[src/rtl/microcode_loader.sv]
// Packs a byte stream (LSB first) into 64-bit microwords and writes them to the control store.
// Define MICROCODE_LOADER_VERIFY_EN to add a read-back VERIFY phase after every write.
module microcode_loader #(
  parameter int ADDR_W     = 8,
  parameter int WORD_COUNT = 256,
  parameter int W_PULSE    = 2
) (
  input  logic              clk,
  input  logic              _rst,
  input  logic              start,
  input  logic              abort,
  input  logic [7:0]        in_data,
  input  logic              in_valid,
  output logic              in_ready,
  output logic              _cs,
  output logic              _oe,
  output logic              _w,
  output logic [ADDR_W-1:0] addr,
  output logic [63:0]       wdata,
  input  logic [63:0]       rdata,
  output logic              busy,
  output logic              done,
  output logic              err,
  output logic [ADDR_W-1:0] err_addr,
  output logic [2:0]        dbg_state
);

  localparam logic [2:0] S_IDLE    = 3'd0;
  localparam logic [2:0] S_COLLECT = 3'd1;
  localparam logic [2:0] S_SETUP   = 3'd2;
  localparam logic [2:0] S_WLOW    = 3'd3;
  localparam logic [2:0] S_HOLD    = 3'd4;
  localparam logic [2:0] S_VERIFY  = 3'd5;
  localparam logic [2:0] S_DONE    = 3'd6;

  localparam int CNT_W = (W_PULSE > 1) ? $clog2(W_PULSE) : 1;
  localparam logic [CNT_W-1:0]  PULSE_LAST = CNT_W'(W_PULSE - 1);
  localparam logic [ADDR_W-1:0] LAST_ADDR  = ADDR_W'(WORD_COUNT - 1);

  logic [2:0]       state;
  logic [2:0]       byte_idx;
  logic [CNT_W-1:0] pulse_cnt;
  logic             abort_pend;
  logic             in_write;
  logic             word_end;

  assign dbg_state = state;
  assign in_write  = (state == S_SETUP) || (state == S_WLOW) ||
                     (state == S_HOLD)  || (state == S_VERIFY);

`ifdef MICROCODE_LOADER_VERIFY_EN
  logic verify_cnt;
  assign word_end = (state == S_VERIFY) && verify_cnt;
`else
  logic unused_rdata;
  assign unused_rdata = ^rdata;
  assign word_end     = (state == S_HOLD);
  assign _oe          = 1'b1;
  assign err          = 1'b0;
  assign err_addr     = '0;
`endif

  // Byte handshake: a byte transfers on a rising edge where in_valid and in_ready are both 1;
  // in_ready is registered and only 1 in COLLECT, so the producer may hold in_valid freely.
  always_ff @(posedge clk or negedge _rst) begin
    if (!_rst) begin
      state      <= S_IDLE;
      byte_idx   <= '0;
      pulse_cnt  <= '0;
      abort_pend <= 1'b0;
      in_ready   <= 1'b0;
      _cs        <= 1'b1;
      _w         <= 1'b1;
      addr       <= '0;
      wdata      <= '0;
      busy       <= 1'b0;
      done       <= 1'b0;
`ifdef MICROCODE_LOADER_VERIFY_EN
      _oe        <= 1'b1;
      err        <= 1'b0;
      err_addr   <= '0;
      verify_cnt <= 1'b0;
`endif
    end else begin
      // An abort during a write is remembered so the strobe sequence is never truncated.
      if (in_write && abort) abort_pend <= 1'b1;

      case (state)
        S_IDLE, S_DONE: begin
          if (state == S_IDLE && abort) begin
            busy <= 1'b0;
            done <= 1'b0;
          end else if (start) begin
            state      <= S_COLLECT;
            addr       <= '0;
            byte_idx   <= '0;
            busy       <= 1'b1;
            done       <= 1'b0;
            in_ready   <= 1'b1;
            abort_pend <= 1'b0;
`ifdef MICROCODE_LOADER_VERIFY_EN
            err        <= 1'b0;
            err_addr   <= '0;
`endif
          end
        end
        S_COLLECT: begin
          if (abort) begin
            state    <= S_IDLE;
            in_ready <= 1'b0;
            busy     <= 1'b0;
            done     <= 1'b0;
          end else if (in_valid && in_ready) begin
            wdata[8*byte_idx +: 8] <= in_data;
            byte_idx               <= byte_idx + 3'd1;
            if (byte_idx == 3'd7) begin
              state    <= S_SETUP;
              in_ready <= 1'b0;
              _cs      <= 1'b0;
            end
          end
        end
        S_SETUP: begin
          _w        <= 1'b0;
          pulse_cnt <= '0;
          state     <= S_WLOW;
        end
        S_WLOW: begin
          if (pulse_cnt == PULSE_LAST) begin
            _w    <= 1'b1;
            state <= S_HOLD;
          end else begin
            pulse_cnt <= pulse_cnt + 1'b1;
          end
        end
`ifdef MICROCODE_LOADER_VERIFY_EN
        S_HOLD: begin
          _oe        <= 1'b0;
          verify_cnt <= 1'b0;
          state      <= S_VERIFY;
        end
        S_VERIFY: begin
          if (!verify_cnt) begin
            verify_cnt <= 1'b1;
          end else begin
            if (rdata != wdata) begin
              err <= 1'b1;
              if (!err) err_addr <= addr;
            end
            _oe <= 1'b1;
          end
        end
`endif
        default: ;
      endcase

      if (word_end) begin
        _cs <= 1'b1;
        if (abort_pend || abort) begin
          state      <= S_IDLE;
          busy       <= 1'b0;
          done       <= 1'b0;
          abort_pend <= 1'b0;
        end else if (addr == LAST_ADDR) begin
          state <= S_DONE;
          busy  <= 1'b0;
          done  <= 1'b1;
        end else begin
          state    <= S_COLLECT;
          addr     <= addr + ADDR_W'(1);
          byte_idx <= '0;
          in_ready <= 1'b1;
        end
      end
    end
  end

endmodule

[config.mk]
export PLATFORM = sky130hd
export DESIGN_NAME = microcode_loader
export DESIGN_NICKNAME = d
export VERILOG_FILES = /design/src/rtl/microcode_loader.sv
export SDC_FILE = /design/constraint.sdc
export NUM_CORES = 1
export LEC_CHECK = 0
export CAP_MARGIN = 20
export CORE_UTILIZATION = 23
export CTS_CLUSTER_SIZE = 10
export DETAILED_ROUTE_END_ITERATION = 7
export GPL_ROUTABILITY_DRIVEN = 0
export HOLD_SLACK_MARGIN = 0.03
export PLACE_DENSITY = 0.46
export SLEW_MARGIN = 20
export SYNTH_ARGS = -nofsm -noshare
export SYNTH_HDL_FRONTEND = slang
export SYNTH_SLANG_ARGS = --single-unit
[constraint.sdc]
create_clock -name clk -period 2.28 [get_ports clk]
set_input_delay 0.228 -clock clk [delete_from_list [all_inputs] [get_ports clk]]
set_output_delay 0.228 -clock clk [all_outputs]
set_load 0.02 [all_outputs]
**Word level (Yosys, flattened, before mapping)**

Cells that the tools add are included.

- Input bits: 77
- Bits in registers: 85
- Bits in writable memories: 0
- Bits in latches: 0
- Output and inout port bits: 90
- Memories kept: 0
- Word-level logic and storage cells: 114
- ROM bits: 0

- Shift-type cells: 2
- Bitwise operators: 1
- Add/sub/neg operators: 4
- Divide/modulo/power cells: 0
- Mux-type cells: 63
- $lt $le $gt $ge: 0
- Equality and inequality tests: 15
- Reduce and logical (&&, ||, !) cells: 18
- Multiply operators: 0

Operator list:

| operator | number |
|---|---|
| $bwmux 64 | 1 |
| $shift 8x34->64 const A | 1 |
| $shiftx 8x34->64 | 1 |
| $mux 3 | 16 |
| $mux 8 | 6 |
| $neg 6->34 | 1 |
| $mux 1 | 33 |
| $eq 3x3->1 const B | 4 |
| $pmux 3 s4 | 1 |
| $pmux 1 s2 | 5 |
| $ne 3x3->1 const B | 3 |
| $add 8x1->8 const B | 1 |
| $eq 8x8->1 const B | 1 |
| $ne 4x4->1 const B | 2 |
| $reduce_bool 2->1 | 4 |
| $eq 3x2->1 const B | 2 |
| $pmux 3 s2 | 1 |
| $reduce_and 6->1 | 1 |
| $reduce_bool 5->1 | 1 |
| $logic_or 1x1->1 | 4 |
| $reduce_and 4->1 | 1 |
| $add 3x1->3 const B | 1 |
| $eq 3x1->1 const B | 1 |
| $logic_and 1x1->1 | 3 |
| other kinds (8) | 8 |

**Depth between registers and ports, before layout**

- Depth after elaboration: 11
- Mapped depth: 8
- Gate-level depth less buffers: 7

**Least setup slack after synthesis**

Ideal clock, no wire load.

- Path kind: register to register
- Start point: register byte_idx[0]
- End point: register wdata[61]
- Period minus slack after synthesis: 2.378 ns
- Required time: 2.155 ns
- Path slack: -0.098 ns
- Stages on the path, launching flop included: 7
- Arrival: 2.253 ns
- Buffers on the path: 0
- Library setup time: 0.125 ns
- Path through: dfrtp_1 inv_1 ha_1 ha_1 or2_2 nor4_1 mux2_2

- Word-level cells in the longest chain between the ends: 3
- Elaborated cells on any way between the ends: 4
- Classes of those cells: 1 x add/sub; 2 x shift; 1 x mux

RTL lines:

| what | RTL line | source |
|---|---|---|
| start: declaration | 41 | `logic [2:0] byte_idx;` |
| start signal: assignment | 115 | `byte_idx <= byte_idx + 3'd1;` |
| $neg 6->34 * | 114 | `wdata[8*byte_idx +: 8] <= in_data;` |
| $shiftx 8x34->64 / $shift 8x34->64 (equally long branches) | 114 |  |
| $bwmux 64 * | 114 |  |
| end signal: indexed assignment | 114 |  |
| end: declaration | 19 | `output logic [63:0] wdata,` |

Every way passes the cells marked *; elsewhere a longest branch is shown, timed or not.
A chain may end at the register's enable or synchronous reset.

**Worst setup path in the final report**

- Start point: register byte_idx[0]
- End point: register wdata[63]

Same word-level chain as after synthesis.

==> flow_summary.toml <==
[cts]
clk_pin_slew_worst_paths_ns = 0.07
clock_latency_ns = 0.35
cts-root-buf = "clkbuf_16"
cts_tree = "done"
cts_buffers = 9
clockBufferDepth = 2
cts_htree_levels = 3
cts_sinks = 85

[worst_hold_path]
worstHoldPathType = "in -> async"

[timing]
rsz0062_at_grt = "no"
holdWs_ns = 0.376
max_freq_mhz = 475
post-route-min-period_ns = 2.11
finalSetupTns_ns = 0
finalHoldViolCount = 0
skew_ns = 0.00658
finalCritPeriodShare_pct = 92.3
slew_viol_final = 0
setup_viol = 0

[worst_setup_path]
path_max_fanout = 5
worstPathCellList = "inv_1 > ha_1 > ha_1 > or2_2 > nor4_2 > buf_4 > mux2_2"
path_common_cell = "ha_1"
critPathMaxStageDelay_ns = 0.34
slowest_stage = "dfrtp_1"
crit_family = "simple AND/OR/NAND/NOR gates"
worstPathRequired_ns = 2.51
crit_type = "reg -> reg"
start_kind = "register"
path_buf_inv = 2
cp.arrival_ns = 2.33
cp-end-kind = "register"

[floorplanning]
start_util_pct = 23.8
die-area_mm2 = 0.0179
die_x_um = 134
core_mm2 = 0.0168
io_pins = 167
die_h_um = 134
rows = 47

[detailed_routing]
vias_per_cell = 4.45
drt_iter0_drc = 91
ant_nets = 0
first_pass_iters = 4
wl_per_cell_um = 15.5
drt-total-wl_um = 10700
num_vias = 3065
drcViolationCount = 0

[outcome]
status = "finished, final reports clean"

[global_routing]
overflow = 0
grt_usage_pct = 12.8
first_global_vias = 3161
antenna_found_initial = 0
grt_pass1_wl_um = 17400
grt_max_degree = 33

[synthesis]
synth_area_per_cell_um2 = 11.9
syn_area_mm2 = 0.00401
ys_seq_area_share_pct = 53.2
synth_top_flop_cell = "dfrtp_1"
synth_seq_cells = 85
synth_edf_count = 0
synth_cells = 336
yosys_warnings = 0
synth_cell_type_count = 56
async_reset_ff_share_pct = 100

[power_and_ir_drop]
p_leak_nw = 2.64
powerDensity_mw_per_mm2 = 819
peakVddDrop_mv = 0.487
p_total_mw = 4.69

[place]
io_buffer_count = 92
dp_hpwl_um = 7710

[cells_and_area]
areaGrowthSynthToFinish_pct = 42.8
diodes = 0
fin_util_pct = 34.0
final_nets = 548
drive_above_1_share_pct = 25.4
nFillCells = 1711

[job]
maxCapViolations = 0
==> worst paths after layout <==
check / end / depth (start not counted) / slack [ns] / from
setup / recovery: wdata[63] / 7 / 0.17 / byte_idx[0]
hold / removal: wdata[6] / 2 / 0.38 / _rst
setup reg to reg: wdata[63] / 7 / 0.17 / byte_idx[0]
hold reg to reg: wdata[34] / 1 / 0.50 / wdata[34]
max in group asynchronous: wdata[15] / 3 / 1.21 / _rst
min in group clk: wdata[34] / 1 / 0.50 / wdata[34]
==> state kept, by name (all words and copies together), names as in the netlist <==
signal,flops
wdata,64
addr,8
byte_idx,3
dbg_state,3
_cs,1
_w,1
abort_pend,1
busy,1
done,1
in_ready,1
pulse_cnt,1
==> through the flow <==
stage	area (um^2)	setup slack (ns)	cells
finish	5720	0.175	689
global route	5720	0.0536	689
CTS	5690	0.0905	687
detailed placement	5390	0.0654	671
global placement	5390	0.0542	671
floorplan	4040	0.0319	344
==> layout make-up <==
class                      count  area, um^2  area share (%)
tap                          220         275            4.81
clock inverter                 5        61.3            1.07
sequential                    85        2130            37.2
inverter                      18        67.6            1.18
multi-input combinational    221        1710            30.0
timing repair buffer         130        1240            21.7
clock buffer                  10         229            4.00
==> cells in the mapped netlist (3+ instances only) <==
| library cell | number | area [um^2] |
|---|---|---|
| nor2b_1 | 3 | 18.8 |
| buf_4 | 10 | 75.1 |
| o31ai_1 | 4 | 30.0 |
| and3_1 | 4 | 25.0 |
| mux2_4 | 7 | 105 |
| nand2b_1 | 5 | 31.3 |
| nor3_1 | 4 | 20.0 |
| mux2i_1 | 4 | 40.0 |
| nor2_1 | 16 | 60.1 |
| dfrtp_1 | 83 | 2080 |
| inv_1 | 18 | 67.6 |
| clkbuf_1 | 6 | 22.5 |
| nand3_1 | 12 | 60.1 |
| a31oi_1 | 3 | 18.8 |
| nand2_1 | 11 | 41.3 |
| and2_1 | 12 | 75.1 |
| a21oi_1 | 13 | 65.1 |
| o21ai_0 | 14 | 70.1 |
| ha_1 | 6 | 75.1 |
| mux2_2 | 51 | 574 |
==> logic make-up after synthesis <==
kind of cell / synth area share (%)
flops: 53.2
buf+inv: 4.94
other cells: 0.188
fa+ha+maj: 2.12
compound gates: 8.97
simple gates: 12.4
mux: 18.0
xor+xnor: 0.219
==> per-layer routing <==
metal	vias up	GRT usage [%]	wire length [um]
met1	1512	17.2	5150
met3	9	3.89	581
met2	101	19.5	4810
li1	1443	-	-
met4	0	3.98	113
met5	-	0	0
==> placed cells by master (no fill, tap or decap), types with 6 or more instances in the layout <==
cell             netlist  routed
buf_4                 10      35
clkbuf_16              0       9
and2_1                12      12
nand3_1               12      12
o21ai_0               14      14
mux2_4                 7       7
ha_1                   6       6
nor2_1                16      16
dfrtp_1               83      83
inv_1                 18      18
a21oi_1               13      13
nand2_1               11      11
clkdlybuf4s50_1        0      91
conb_1                 2      10
mux2_2                51      51
==> power breakdown <==
part	switching [mW]	total [mW]	internal [mW]	leakage, nW
registers	0.105	1.77	1.66	1.12
clock network	0.614	1.46	0.849	0.143
logic	0.807	1.46	0.651	1.37
==> what timing repair did <==
item                                    in CTS  in global routing
endpoints found under the hold margin       30                  0
endpoints found under the setup margin       0                  2
gates resized for setup                      0                  0
hold buffers                                 1                  0
buffers inserted                             0                  2
Power figures use the tool's default switching activity.
